===== config.mk =====
export PLATFORM = sky130hd
export DESIGN_NAME = menu_compositor
export DESIGN_NICKNAME = d
export VERILOG_FILES = /design/src/rtl/menu_pkg.sv /design/src/rtl/rgb_blend.sv /design/src/rtl/menu_compositor.sv
export SDC_FILE = /design/constraint.sdc
export NUM_CORES = 1
export LEC_CHECK = 0
export ABC_CLOCK_PERIOD_IN_PS = 4500
export CAP_MARGIN = 20
export CORE_UTILIZATION = 41
export DETAILED_ROUTE_END_ITERATION = 16
export HOLD_SLACK_MARGIN = 0.02
export PLACE_DENSITY = 0.92
export SLEW_MARGIN = 30
export SYNTH_ARGS = -nofsm -noshare
export SYNTH_HDL_FRONTEND = slang
export SYNTH_SLANG_ARGS = --single-unit

===== constraint.sdc =====
create_clock -name clk -period 4.5 [get_ports clk]
set_clock_uncertainty 0.2 [all_clocks]
set_input_delay 0.45 -clock clk [delete_from_list [all_inputs] [get_ports clk]]
set_output_delay 0.45 -clock clk [all_outputs]
set_load 0.02 [all_outputs]

===== src/rtl/menu_pkg.sv =====
// menu_pkg: shared pixel type, screen codes and compositor FSM states
package menu_pkg;
    localparam int DEF_RGB_W = 12;
    typedef logic [DEF_RGB_W-1:0] rgb_t;
    typedef enum logic [1:0] {SCR_START = 2'd0, SCR_GAME = 2'd1, SCR_OVER = 2'd2} screen_e;
    typedef enum logic {IDLE, FADE} comp_state_e;
endpackage


===== src/rtl/rgb_blend.sv =====
// rgb_blend: per-channel linear mix out = (old*(K-alpha) + new*alpha) >> FADE_LOG2
// Ports: old_i/new_i 3-channel pixels, alpha_i fade step, out_o blended pixel (combinational).
module rgb_blend #(
    parameter int CW        = 4,
    parameter int FADE_LOG2 = 4
) (
    input  logic [3*CW-1:0]      old_i,
    input  logic [3*CW-1:0]      new_i,
    input  logic [FADE_LOG2-1:0] alpha_i,
    output logic [3*CW-1:0]      out_o
);
    localparam int W = CW + FADE_LOG2 + 1;
    localparam int K = 2 ** FADE_LOG2;
    for (genvar c = 0; c < 3; c++) begin : g_ch
        logic [W-1:0] mix;
        assign mix = W'(old_i[c*CW +: CW]) * (W'(K) - W'(alpha_i)) + W'(new_i[c*CW +: CW]) * W'(alpha_i);
        assign out_o[c*CW +: CW] = CW'(mix >> FADE_LOG2);
    end
endmodule


===== src/rtl/menu_compositor.sv =====
// menu_compositor: frame-synchronous screen compositor, optional cross-fade when MENU_COMP_FADE_EN is defined
// Ports: clk, rst_n (async active-low); state_i screen code; frame_start_i vblank pulse;
//   rgb_bg_i, rgb_layer_i, valid_layer_i, blank_i pixel inputs; rgb_out_o, blank_out_o (2 clk later);
//   cur_sel_o displayed screen code; busy_o fade in progress.
module menu_compositor
    import menu_pkg::*;
#(
    parameter int N_SCREENS = 3,
    parameter int SEL_W     = 2,
    parameter int RGB_W     = DEF_RGB_W,
    parameter int FADE_LOG2 = 4
) (
    input  logic                       clk,
    input  logic                       rst_n,
    input  logic [SEL_W-1:0]           state_i,
    input  logic                       frame_start_i,
    input  logic [RGB_W-1:0]           rgb_bg_i,
    input  logic [N_SCREENS*RGB_W-1:0] rgb_layer_i,
    input  logic [N_SCREENS-1:0]       valid_layer_i,
    input  logic                       blank_i,
    output logic [RGB_W-1:0]           rgb_out_o,
    output logic                       blank_out_o,
    output logic [SEL_W-1:0]           cur_sel_o,
    output logic                       busy_o
);
    logic [SEL_W-1:0] cur_sel_q, cur_sel_d;
    logic [RGB_W-1:0] pix_new_q, rgb_out_q, rgb_out_d;
    logic             blank1_q, blank_out_q;

    // Out-of-range codes and invalid layer pixels fall back to the background.
    function automatic logic [RGB_W-1:0] pick(input logic [SEL_W-1:0] s);
        return (int'(s) < N_SCREENS && valid_layer_i[s]) ? rgb_layer_i[int'(s)*RGB_W +: RGB_W] : rgb_bg_i;
    endfunction

    always_ff @(posedge clk or negedge rst_n) begin
        if (!rst_n) begin
            cur_sel_q   <= '0;
            pix_new_q   <= '0;
            blank1_q    <= 1'b1;
            rgb_out_q   <= '0;
            blank_out_q <= 1'b1;
        end else begin
            cur_sel_q   <= cur_sel_d;
            pix_new_q   <= pick(cur_sel_q);
            blank1_q    <= blank_i;
            rgb_out_q   <= rgb_out_d;
            blank_out_q <= blank1_q;
        end
    end

`ifdef MENU_COMP_FADE_EN
    comp_state_e            st_q, st_d;
    logic [FADE_LOG2-1:0]   alpha_q, alpha_d;
    logic [SEL_W-1:0]       prev_sel_q, prev_sel_d;
    logic [RGB_W-1:0]       pix_old_q, blend;

    always_ff @(posedge clk or negedge rst_n) begin
        if (!rst_n) begin
            st_q       <= IDLE;
            alpha_q    <= '0;
            prev_sel_q <= '0;
            pix_old_q  <= '0;
        end else begin
            st_q       <= st_d;
            alpha_q    <= alpha_d;
            prev_sel_q <= prev_sel_d;
            pix_old_q  <= pick(prev_sel_q);
        end
    end

    // Screen requests are sampled only at frame_start and only while idle, so fades never chain or abort.
    always_comb begin
        st_d       = st_q;
        alpha_d    = alpha_q;
        prev_sel_d = prev_sel_q;
        cur_sel_d  = cur_sel_q;
        if (frame_start_i && st_q == IDLE && state_i != cur_sel_q) begin
            prev_sel_d = cur_sel_q;
            cur_sel_d  = state_i;
            alpha_d    = '0;
            st_d       = FADE;
        end else if (frame_start_i && st_q == FADE) begin
            alpha_d    = alpha_q + 1'b1;
            st_d       = &alpha_q ? IDLE : FADE;
            prev_sel_d = &alpha_q ? cur_sel_q : prev_sel_q;
        end
    end

    rgb_blend #(.CW(RGB_W / 3), .FADE_LOG2(FADE_LOG2)) u_blend (
        .old_i   (pix_old_q),
        .new_i   (pix_new_q),
        .alpha_i (alpha_q),
        .out_o   (blend)
    );

    // State/alpha change during vblank, so the blanked frame_start pixel hides the one-cycle skew.
    assign rgb_out_d = blank1_q ? '0 : (st_q == FADE ? blend : pix_new_q);
    assign busy_o    = (st_q == FADE);
`else
    assign cur_sel_d = frame_start_i ? state_i : cur_sel_q;
    assign rgb_out_d = blank1_q ? '0 : pix_new_q;
    assign busy_o    = 1'b0;
`endif

    assign rgb_out_o   = rgb_out_q;
    assign blank_out_o = blank_out_q;
    assign cur_sel_o   = cur_sel_q;
endmodule


==> qor.csv <==
metric,value,unit
n_fill_cell,225,
reg2regPathDepth,3,
design.core.area,3028,um2
wl_met2,1510,um
ys_seq_area_frac,0.5440,
cp_num_buf_inv,1,
vias,917,
die-area,3381,um2
grt_pass1_vias,969,
gp_congestion,0.8150,
cts-resized-gates,0,
post_synth.cell_area_avg,14.52,um2
critical_path_required,3.85,ns
synth_top_area_share,0.5034,
wl_met1,1147,um
r2r-end,pix_new_q[11],
period_share,0.5720,
place.port_buffers,71,
routedWlPerCell,13.86,um
die_y,58.15,um
clockBufferDepth,2,
syn-instance-count,89,
wirelength,2800,um
reg2reg_from,cur_sel_o[1],
post-cts-setup-buffers,0,
wl_met3,111,um
clock.fmax,388.5,MHz
avgViaCountPerCell,4.540,
cts-root-buf,clkbuf_4,
fin_cells,202,
min_path_type,flip-flop to flip-flop,
areaGrowthSynthToFinish,59.34,%
drc,0,
num_io_pins,73,
numCtsBuffers,3,
cp.depth,1,
grt_use_total,0.1793,
status,"complete, no violations",
hold_path_end,blank_out_o,
timing.final.max_slew_violations,0,
setup-tns-final,0,ns
crit_family,flip-flops,
powerDensity,304.1,nW/um2
final_nets,216,
antenna_cells,0,
setup_viol,0,
die_w,58.15,um
hold_depth,0,
path_cells,clkdlybuf4s50_1,
hold_viol_final,0,
dr.max_layer_used,met4,
cp_slowest_cell,dfrtp_1,
synthesis.area,1292,um2
clk_pin_slew,0.14,ns
p_leak,0.8763,nW
start_kind,flip-flop,
rsz0062_at_grt,no,
drt_first_pass_iters,4,
synthTopCellsByArea,"dfrtp_1, mux2_4, mux2i_1",
total_power,0.0006264,W
crit_arrival,1.92,ns
final_core_util,0.6802,
yosys_warnings,0,
critPathMaxFanout,16,
first_iter_violations,23,
grt_antenna_before_repair,0,
start_util,0.4269,
hold-worst-slack,0.2608,ns
grt_first_pass_wirelength,4567,um
end_kind,output pin,
dp_hpwl,2326,um
hold_start,blank1_q,
worst_pin_slew,0.8051,ns
final_cell_mix,"clkdlybuf4s50_1, dfrtp_1, mux2i_1",
post-place-cells,197,
grt_max_degree,29,
cts.htree.levels,1,
ant_nets,0,
grt_overflow_total,0,
rrSetupSlack,2.06,ns
insertion_delay,0.31,ns
layout_commonest_cell,clkdlybuf4s50_1,
fin_crit,2.574,ns
clock_sinks,28,
ys_ff_latch,28,
cap_violations,0,
synthDistinctLibCells,16,
cpPeakStageDelay,0.87,ns
rows,20,
cts_tree,yes,
synth_nets,146,
yosysTopAreaCell,dfrtp_1,
path_class,flip-flop to output pin,
drive_gt1_frac,0.1329,
ir_drop,129.2,uV
max_slew_margin,0.4601,
-- synthesized netlist by cell type (all sizes together) --
library cell	instances
buf	5
clkbuf	2
conb	1
dfrtp	26
dfstp	2
mux2	14
mux2i	13
nor2b	13
o2bb2ai	13
-- repair_timing --
action / in CTS / in global routing
hold endpoints to repair: 26 / 0
setup endpoints to repair: 0 / 0
hold buffers: 1 / 0
-- through the flow --
stage / setup WS (ns) / cell area (um2)
after floorplan: 2.750 / 1292
after global placement: 2.131 / 2002
after detailed placement: 2.060 / 1997
after CTS: 1.907 / 2059
after global routing: 1.780 / 2059
final: 1.926 / 2059
-- metal layers --
| layer | vias up | track usage |
|---|---|---|
| met1 | 427 | 0.2233 |
| met5 | - | 0 |
| li1 | 451 | - |
| met4 | 0 | 0.04082 |
| met2 | 35 | 0.3218 |
| met3 | 4 | 0.03348 |
-- cell families (layout without fill, tap and decap cells) --
| kind of cell | Yosys count | count (layout) | share of synthesized area |
|---|---|---|---|
| AO/OA/AOI/OAI | 13 | 13 | 0.09293 |
| buffers and inverters | 7 | 76 | 0.04357 |
| flip-flops | 28 | 28 | 0.5440 |
| multiplexers | 27 | 27 | 0.2517 |
| other | 1 | 1 | 0.002901 |
| AND/OR/NAND/NOR | 13 | 13 | 0.06486 |
-- how the worst max path moves through the flow --
stage / startpoint / end / slack, ns
6_report: cur_sel_o[1] / cur_sel_o[1] / 1.93
5_1_grt: cur_sel_o[1] / cur_sel_o[1] / 1.78
4_1_cts: cur_sel_o[1] / cur_sel_o[1] / 1.91
3_5_place_dp: cur_sel_o[1] / pix_new_q[11] / 2.06
3_3_place_gp: cur_sel_o[1] / pix_new_q[11] / 2.13
2_1_floorplan: cur_sel_o[1] / pix_new_q[10] / 2.75
-- registers in the layout, summed over array words and instances (netlist names) --
register	flops
blank_out_o	1
rgb_out_o	12
blank1_q	1
pix_new_q	12
cur_sel_o	2
-- cell type report --
type / instances / area (um2) / share of cell area
clock buffer: 3 / 22.52 / 0.01094
clock inverter: 1 / 30.03 / 0.01458
multi-input combinational: 54 / 533.0 / 0.2588
sequential: 28 / 703.2 / 0.3414
tap: 44 / 55.05 / 0.02673
timing repair buffer: 72 / 715.7 / 0.3475
-- where the power goes --
group	switching (W)	internal [W]	total, W
combinational	0.0000600	0.000111	0.000171
sequential	0.0000175	0.000280	0.000298
clock	0.0000673	0.0000900	0.000157
total	0.000145	0.000482	0.000626
Note: power is estimated with default switching activity, not from simulation.
==> patch (same settings) <==
The option `MENU_COMP_FADE_EN` is turned on by a define.
--- a/src/rtl/menu_compositor.sv
+++ b/src/rtl/menu_compositor.sv
@@ -2,6 +2,8 @@
 // Ports: clk, rst_n (async active-low); state_i screen code; frame_start_i vblank pulse;
 //   rgb_bg_i, rgb_layer_i, valid_layer_i, blank_i pixel inputs; rgb_out_o, blank_out_o (2 clk later);
 //   cur_sel_o displayed screen code; busy_o fade in progress.
+`define MENU_COMP_FADE_EN
+
 module menu_compositor
     import menu_pkg::*;
 #(
Function: changed (a bounded check fails within 4 cycles, from zero or initial values and one cycle with rst_n low).
==> patch against the original RTL <==
- largest cell class is now multi-input gates
- final area increased to 3.4 times the old value
- non-clock buffer count is 31 higher
- sequential cell count rose by 19
- core utilization shrank 15 points
- global-route usage up 2.7 points
- setup slack lost 2.1 ns
- sequential share of layout area decreased by 17 points
- synthesized cell count rose to 6.9 times the old value
- the flow now finishes with violations (setup timing)
- area after synthesis rose to 4.3 times the old value
- hold slack improved by 0.045 ns
- critical endpoint is now rgb_out_o[7]$_DFF_PN0_
- wire length rose to 5.0 times the old value
Power is left out: the tool's default activity adds up to more than one toggle a clock period on the data nets, which glitch-free logic cannot reach.
==> patch: results (changes against the original RTL) <==
* Status: finished, violations left
* Failing checks: setup timing
* Post-DP HPWL at 10.2 mm (+340%)
* Post-place setup slack at -0.184 ns (-2.24 ns)
* Worst r2r src: alpha_q[1]$_DFFE_PN0P_
* CTS Root Cell: clkbuf_16
* Num CTS Buffers at 5 (+2)
* Invs w/o clock at 95 (+95)
* ClkCell Share at 0.0212 (-0.00435)
* Postcts setup bufs at 7 (+7)
* Critical path class: flip-flop to flip-flop
* Routing usage on met3 at 0.0455 (+0.0121)
* Synth cell types at 43 (+27)
* Top post-synthesis cells by area: fa_1 21%, dfrtp_1 20%, ha_1 12%
* Hold path startpoint: blank1_q$_DFF_PN1_
* Post-route insts no fill at 874 (+330%)
* Gpl congestion at 0.893 (+9.6%)
* Crit path DAT at 4.64 ns (+2.72 ns)
* R2R cell count at 19 (+16)
* Detailed Routing Iterations Pass 1 at 5 (+1)
* Mapped Nets at 780 (+430%)
* Synth Instances at 615 (+590%)
* Layout fillers at 1079 (+380%)
* H-tree depth at 2 (+1)
* Final setup viols at 5 (+5)
* Detailed-route wire length per cell at 16.1 um (+16%)
* Relative slew margins at 0.417 (-0.0430)
* Hold_ws at 0.306 ns (+0.0448 ns)
* Seq/total area at 0.169 (-0.172)
* CP max FO at 4 (-12)
* Initial antenna violation count at 0 (unchanged)
* Reg2reg end: rgb_out_o[7]$_DFF_PN0_
* First-pass GRT wire length at 22.9 mm (+400%)
* Drt first-iter violations at 290 (+1200%)
* Vias in the first global route at 4726 (+390%)
* Met1 Routed Length at 5.75 mm (+400%)
* Multi-input gate area at 0.00409 mm^2 (+670%)
* Final setup margin at -0.140 ns (-2.07 ns)
* Area after DPL at 0.00654 mm^2 (+230%)
* Met2 Usage GRT at 0.360 (+0.0377)
* Non-clock buffering overhead at 0.140 (-0.207)
* Met3 wire length at 868 um (+680%)
* Top cell types by occurrence after synthesis: 95 x inv_1, 65 x and2_1, 57 x fa_1
* Post-synthesis sequential area ratio at 0.214 (-0.330)
* GR Layer Usage met1 at 0.250 (+0.0271)
* Setup TNS at -0.436 ns (-0.436 ns)
* Worst path max stage delay at 0.54 ns (-0.33 ns)
* Fin nets at 862 (+300%)
* Post-CTS Resized at 14 (+14)
* DR WL met2 at 7.10 mm (+370%)
* Total track usage at 0.206 (+0.0269)
* # DRC at 0 (unchanged)
* Area growth from synthesis to layout at 26.4%
* Vias/cell at 5.18 (+14%)
* Fraction of layout cells with a size suffix above 1 at 0.140 (+0.00749)
* Port bufs at 72 (+1.4%)
==> patch: changes by cell type in the layout (fill, tap and decap cells not counted), moves of 13 or more <==
cell     delta
fa_1       +56
dfrtp_1    +17
nand2_1    +38
ha_1       +40
xnor2_1    +13
and2_1     +62
mux2i_1    +16
nor2_1     +56
inv_1      +88
a21oi_1    +50
buf_4      +25
==> patch: critical path, delay by kind of cell (launching register included) <==
family,cells,cell delay [ns]
buf+inv,7,0.58
flops,1,0.42
fa+ha+maj,6,2.29
simple gates,2,0.38
xor+xnor,1,0.09
compound gates,3,0.58
==> patch: logic make-up (layout without fill, tap and decap cells) <==
family	Yosys count	count (layout)	synth area share
AND/OR/NAND/NOR	199	199	0.185
buffers and inverters	123	206	0.0893
adder cells (fa/ha/maj)	108	108	0.322
AO/OA/AOI/OAI	81	81	0.0891
flip-flops	47	47	0.214
multiplexers	33	33	0.0608
XOR/XNOR	24	24	0.0394
